<file path="src/rtl/dram_arbiter_pkg.sv">
// Shared types and constants for the DRAM arbiter between the 68030 bus and the DMA master.
package dram_arbiter_pkg;

  typedef enum logic [2:0] {
    ST_IDLE    = 3'd0,
    ST_CPU_CYC = 3'd1,
    ST_CPU_END = 3'd2,
    ST_DMA_CYC = 3'd3,
    ST_DMA_END = 3'd4
  } arb_state_t;

  typedef enum logic [1:0] {
    WIN_NONE = 2'd0,
    WIN_CPU  = 2'd1,
    WIN_DMA  = 2'd2
  } winner_t;

  // Values presented to the DRAM controller when nobody owns it
  localparam logic       DC_IDLE_NCS = 1'b1;
  localparam logic       DC_IDLE_NAS = 1'b1;
  localparam logic       DC_IDLE_RNW = 1'b1;
  localparam logic [1:0] DC_IDLE_SIZ = 2'b00;

endpackage

</file>
<file path="src/rtl/dram_arb_prio.sv">
// Combinational winner select: fixed CPU priority, DMA starvation override, DMA burst limit.
module dram_arb_prio
  import dram_arbiter_pkg::*;
#(
  parameter int DMA_MAX_WAIT  = 8,
  parameter int DMA_BURST_MAX = 4,
  parameter int CNT_W         = 4
) (
  input  logic             cpu_rq,
  input  logic             dma_req,
  input  logic [CNT_W-1:0] wait_cnt,
  input  logic [CNT_W-1:0] burst_cnt,
  output winner_t          winner
);

  localparam logic [CNT_W-1:0] WAIT_LIM  = CNT_W'(DMA_MAX_WAIT);
  localparam logic [CNT_W-1:0] BURST_LIM = CNT_W'(DMA_BURST_MAX);

  // Burst limit beats starvation; starvation beats plain CPU priority
  always_comb begin
    winner = WIN_NONE;
    if (cpu_rq && (burst_cnt >= BURST_LIM)) begin
      winner = WIN_CPU;
    end else if (dma_req && (wait_cnt >= WAIT_LIM)) begin
      winner = WIN_DMA;
    end else if (cpu_rq) begin
      winner = WIN_CPU;
    end else if (dma_req) begin
      winner = WIN_DMA;
    end
  end

endmodule

</file>
<file path="src/rtl/dram_arbiter.sv">
// Shares the DRAM controller between the 68030 CPU bus and a DMA master.
module dram_arbiter
  import dram_arbiter_pkg::*;
#(
  parameter int ADDR_W        = 28,
  parameter int DMA_MAX_WAIT  = 8,
  parameter int DMA_BURST_MAX = 4,
  parameter int CNT_W         = 4
) (
  input  logic              CLK,
  input  logic              nRST,
  input  logic              cpu_nCS,
  input  logic              cpu_nAS,
  input  logic              cpu_RnW,
  input  logic [1:0]        cpu_SIZ,
  input  logic [ADDR_W-1:0] cpu_ADDR,
  output logic              cpu_DSACK0,
  output logic              cpu_DSACK1,
  input  logic              dma_req,
  input  logic              dma_RnW,
  input  logic [1:0]        dma_SIZ,
  input  logic [ADDR_W-1:0] dma_ADDR,
  output logic              dma_grant,
  output logic              dma_ack,
  output logic              dc_nCS,
  output logic              dc_nAS,
  output logic              dc_RnW,
  output logic [1:0]        dc_SIZ,
  output logic [ADDR_W-1:0] dc_ADDR,
  input  logic              dc_DSACK0,
  input  logic              dc_DSACK1
);

  localparam logic [CNT_W-1:0] CNT_ONE = CNT_W'(1);

  arb_state_t       state, state_nxt;
  logic [CNT_W-1:0] wait_cnt;
  logic [CNT_W-1:0] burst_cnt;
  logic             dma_ack_nxt;
  logic             cpu_rq;
  logic             dma_owns;
  logic             dsack_both;
  logic             dsack_clear;
  winner_t          winner;

  assign cpu_rq      = ~cpu_nCS & ~cpu_nAS;
  assign dma_owns    = (state == ST_DMA_CYC) || (state == ST_DMA_END);
  assign dsack_both  = dc_DSACK0 & dc_DSACK1;
  assign dsack_clear = ~dc_DSACK0 & ~dc_DSACK1;

  dram_arb_prio #(
    .DMA_MAX_WAIT (DMA_MAX_WAIT),
    .DMA_BURST_MAX(DMA_BURST_MAX),
    .CNT_W        (CNT_W)
  ) u_prio (
    .cpu_rq   (cpu_rq),
    .dma_req  (dma_req),
    .wait_cnt (wait_cnt),
    .burst_cnt(burst_cnt),
    .winner   (winner)
  );

  // State and ack registers; reset abandons any cycle in flight
  always_ff @(posedge CLK or negedge nRST) begin
    if (!nRST) begin
      state   <= ST_IDLE;
      dma_ack <= 1'b0;
    end else begin
      state   <= state_nxt;
      dma_ack <= dma_ack_nxt;
    end
  end

  // Next-state: grant from IDLE, release once the controller drops DSACK
  always_comb begin
    state_nxt   = state;
    dma_ack_nxt = 1'b0;
    case (state)
      ST_IDLE: begin
        if (winner == WIN_CPU) begin
          state_nxt = ST_CPU_CYC;
        end else if (winner == WIN_DMA) begin
          state_nxt = ST_DMA_CYC;
        end
      end
      ST_CPU_CYC: begin
        if (cpu_nAS) begin
          state_nxt = ST_CPU_END;
        end
      end
      ST_CPU_END: begin
        if (dsack_clear) begin
          state_nxt = ST_IDLE;
        end
      end
      ST_DMA_CYC: begin
        if (dsack_both) begin
          state_nxt   = ST_DMA_END;
          dma_ack_nxt = 1'b1;
        end
      end
      ST_DMA_END: begin
        if (dsack_clear) begin
          state_nxt = ST_IDLE;
        end
      end
      default: state_nxt = ST_IDLE;
    endcase
  end

  // DMA wait counter: counts while DMA is kept waiting, cleared on DMA grant
  always_ff @(posedge CLK or negedge nRST) begin
    if (!nRST) begin
      wait_cnt <= '0;
    end else if ((state == ST_IDLE) && (state_nxt == ST_DMA_CYC)) begin
      wait_cnt <= '0;
    end else if (dma_req && !dma_owns && (wait_cnt != '1)) begin
      wait_cnt <= wait_cnt + CNT_ONE;
    end
  end

  // DMA burst counter: counts completed DMA cycles, cleared by any CPU cycle
  always_ff @(posedge CLK or negedge nRST) begin
    if (!nRST) begin
      burst_cnt <= '0;
    end else if (state == ST_CPU_CYC) begin
      burst_cnt <= '0;
    end else if ((state == ST_DMA_CYC) && dsack_both && (burst_cnt != '1)) begin
      burst_cnt <= burst_cnt + CNT_ONE;
    end
  end

  // Output mux decoded from the registered owner
  always_comb begin
    dc_nCS     = DC_IDLE_NCS;
    dc_nAS     = DC_IDLE_NAS;
    dc_RnW     = DC_IDLE_RNW;
    dc_SIZ     = DC_IDLE_SIZ;
    dc_ADDR    = '0;
    cpu_DSACK0 = 1'b0;
    cpu_DSACK1 = 1'b0;
    dma_grant  = 1'b0;
    case (state)
      ST_CPU_CYC: begin
        dc_nCS     = cpu_nCS;
        dc_nAS     = cpu_nAS;
        dc_RnW     = cpu_RnW;
        dc_SIZ     = cpu_SIZ;
        dc_ADDR    = cpu_ADDR;
        cpu_DSACK0 = dc_DSACK0;
        cpu_DSACK1 = dc_DSACK1;
      end
      ST_CPU_END: begin
        // Keep the controller selected through precharge; strobe is already released
        dc_nCS  = 1'b0;
        dc_RnW  = cpu_RnW;
        dc_SIZ  = cpu_SIZ;
        dc_ADDR = cpu_ADDR;
      end
      ST_DMA_CYC: begin
        dc_nCS    = 1'b0;
        dc_nAS    = 1'b0;
        dc_RnW    = dma_RnW;
        dc_SIZ    = dma_SIZ;
        dc_ADDR   = dma_ADDR;
        dma_grant = 1'b1;
      end
      ST_DMA_END: begin
        dc_nCS    = 1'b0;
        dc_RnW    = dma_RnW;
        dc_SIZ    = dma_SIZ;
        dc_ADDR   = dma_ADDR;
        dma_grant = 1'b1;
      end
      default: begin
        dc_nCS = DC_IDLE_NCS;
      end
    endcase
  end

endmodule

</file>
<file path="config.mk">
export PLATFORM = sky130hd
export DESIGN_NAME = dram_arbiter
export DESIGN_NICKNAME = d
export VERILOG_FILES = /design/src/rtl/dram_arbiter_pkg.sv /design/src/rtl/dram_arb_prio.sv /design/src/rtl/dram_arbiter.sv
export SDC_FILE = /design/constraint.sdc
export NUM_CORES = 1
export LEC_CHECK = 0
export CORE_MARGIN = 1.5
export CORE_UTILIZATION = 32
export CTS_CLUSTER_DIAMETER = 40
export CTS_CLUSTER_SIZE = 28
export DETAILED_ROUTE_END_ITERATION = 16
export PLACE_DENSITY = 0.93
export SKIP_LAST_GASP = 1
export SYNTH_ARGS = -nofsm -noshare
export SYNTH_HDL_FRONTEND = slang
export SYNTH_SLANG_ARGS = --single-unit
</file>
<file path="constraint.sdc">
create_clock -name CLK -period 3.7 [get_ports CLK]
set_input_delay 0.37 -clock CLK [delete_from_list [all_inputs] [get_ports CLK]]
set_output_delay 0.37 -clock CLK [all_outputs]
set_load 0.02 [all_outputs]
</file>
==> results.ini <==
[status]
status=completed

[power]
ir_drop_uv=359
power.density_nw_per_um2=859
p_leak_nw=0.843

[cells_and_area]
final_nets=291
multi_input_area_um2=687
seqCellArea_um2=300
finalNonFillerCells=261
fillers=255
layout-drive-gt1-share=0.0507
final_cell_mix=clkdlybuf4s50_1, a22o_1, dfrtp_1
diodes=0
area_delta_synth_final_pct=103
final_util=0.690
layout_commonest_cell=clkdlybuf4s50_1

[yosys]
synth_cells=117
ys_ff_latch=12
synth_cell_types=33
yosys_warnings=0
synth.yosys.seq_area_share=0.284
synth_edf_count=0
syn_nets=189
postSynthAreaPerCell_um2=9.04
synth_ff_type=dfrtp_1
async_flop_share=1.00
syn_area_um2=1060

[floorplan]
die_w_um=60.5
coreArea_um2=3100
rows=20
io_pins=106
die_y_um=60.5
start_util=0.341
dieArea_um2=3660

[cts]
post_cts_resized=0
cts_buffers=3
clock_sinks=12
clock_latency_ns=0.28
postCtsSetupBuffers=0
hold_buffers=0
root_buffer=clkbuf_4
cts_tree=done
clockBufferDepth=2
clkTransAtPathRegs_ns=0.07
htree_levels=1

[setup_path]
cp_num_buf_inv=1
worstPathArrival_ns=2.70
endpoint_kind=output port
crit_start=state[2]
critPathRequiredTime_ns=3.33
ff2ff_setup_slack_ns=2.04
path_class=register to output port
r2r-start=state[2]
crit_slowest_cell=clkdlybuf4s50_1
reg2regPathDepth=4
crit_end=dc_RnW
cp_top_family=simple AND/OR/NAND/NOR gates
path_depth=5
r2r_end=wait_cnt[3]
cp_max_fo=33
slowest_delay_ns=0.64
cp-start-kind=register
path_cells=or3b_4 > nand2_2 > nand2_1 > o211ai_1 > clkdlybuf4s50_1

[timing]
setup-violations-final=0
tightest_slew_ns=0.677
setup_ws_ns=0.632
max_slew_margin=0.545
min_period_ns=3.07
finalCritPeriodShare=0.829
tns_ns=0
finalHoldViolCount=0
finalClockSkew_ns=0.00651
slew_violations=0
rsz0062_at_grt=false
max_freq_mhz=326

[routing]
wirelength_um=3890
drt-pass1-iter-count=4
drtIter0Drc=60
drc_errors=0
drtAntennaViolNets=0
num_vias=1336
wl_per_cell_um=14.9
vias_per_cell=5.12

[placement]
dp_hpwl_um=3250
post-place-ws_ns=0.944
gp_congestion=0.814
dp.cells=258
io_buffers=105

[hold_path]
worstHoldPathType=primary input to async pin

[grt]
grt_first_pass_wirelength_um=5470
grt_pass1_vias=1196
grt_max_degree=34
gr-total-overflow=0
antenna_found_initial=0
track_usage=0.199

[run]
maxCapViolations=0

## cell type report
cell class / instances / share of cell area
Tap cell: 44 / 0.0257
Inverter: 5 / 0.00876
Sequential cell: 12 / 0.140
Timing Repair Buffer: 106 / 0.494
Multi-Input combinational cell: 91 / 0.321
Clock buffer: 3 / 0.0105
## worst reg2reg max path, delay by kind of cell, from the launching register on
kind | cells | cell delay, ns
compound gates | 1 | 0.16
flops | 1 | 0.63
simple gates | 3 | 0.80
## synth_stat cells (all sizes together) (2+ instances only)
| cell | n | share of area |
|---|---|---|
| and2 | 2 | 0.012 |
| nand3 | 4 | 0.019 |
| clkbuf | 3 | 0.011 |
| buf | 6 | 0.040 |
| o21ai | 3 | 0.014 |
| inv | 5 | 0.018 |
| dfrtp | 12 | 0.28 |
| nand2 | 7 | 0.027 |
| mux2i | 2 | 0.019 |
| or3 | 2 | 0.012 |
| nor3 | 3 | 0.014 |
| nor4 | 2 | 0.012 |
| nand4 | 2 | 0.040 |
| nor2 | 8 | 0.028 |
| ha | 3 | 0.036 |
| a21oi | 6 | 0.028 |
| a22o | 30 | 0.25 |
| xnor2 | 3 | 0.025 |
| o21a | 2 | 0.014 |
## how the worst min path moves through the flow
| stage | from | to | cells after the start |
|---|---|---|---|
| after floorplan | nRST | burst_cnt[0] | 0 |
| after global placement | burst_cnt[1] | burst_cnt[1] | 2 |
| after detailed placement | burst_cnt[3] | burst_cnt[3] | 1 |
| after CTS | nRST | wait_cnt[3] | 1 |
| after global routing | nRST | wait_cnt[3] | 1 |
| final | nRST | wait_cnt[0] | 1 |
## report_power, final
| part | internal [mW] | switching [mW] |
|---|---|---|
| logic | 0.772 | 0.757 |
| registers | 0.172 | 0.0608 |
| clock network | 0.0377 | 0.0411 |
| total | 0.982 | 0.858 |
## sequential cells by signal, summed over array words and instances (netlist names)
signal	cells
state	3
burst_cnt	4
wait_cnt	4
dma_ack	1
## stage by stage
step                      hold WS [ns]  total power [mW]  cell area (um^2)
after detailed placement         0.550              1.77              2120
final                            0.437              1.84              2140
after global placement           0.530              1.75              2120
after floorplan                 0.0744              1.14              1060
after global routing             0.480              1.96              2140
after CTS                        0.454              1.85              2140
## kinds of logic (layout without fill, tap and decap cells)
logic type | after synthesis | after routing | share of synthesized area
AO/OA/AOI/OAI | 48 | 48 | 0.364
AND/OR/NAND/NOR | 35 | 35 | 0.204
buffers and inverters | 14 | 114 | 0.0686
flip-flops | 12 | 12 | 0.284
adder cells (fa/ha/maj) | 3 | 3 | 0.0355
XOR/XNOR | 3 | 3 | 0.0249
multiplexers | 2 | 2 | 0.0189
## metal layers
metal,vias up,share of wire,GRT usage
met4,0,0.022,0.0590
li1,653,-,-
met2,63,0.52,0.371
met5,-,0,0
met3,8,0.11,0.0554
met1,612,0.35,0.218
Note: power is estimated with default switching activity, not from simulation.
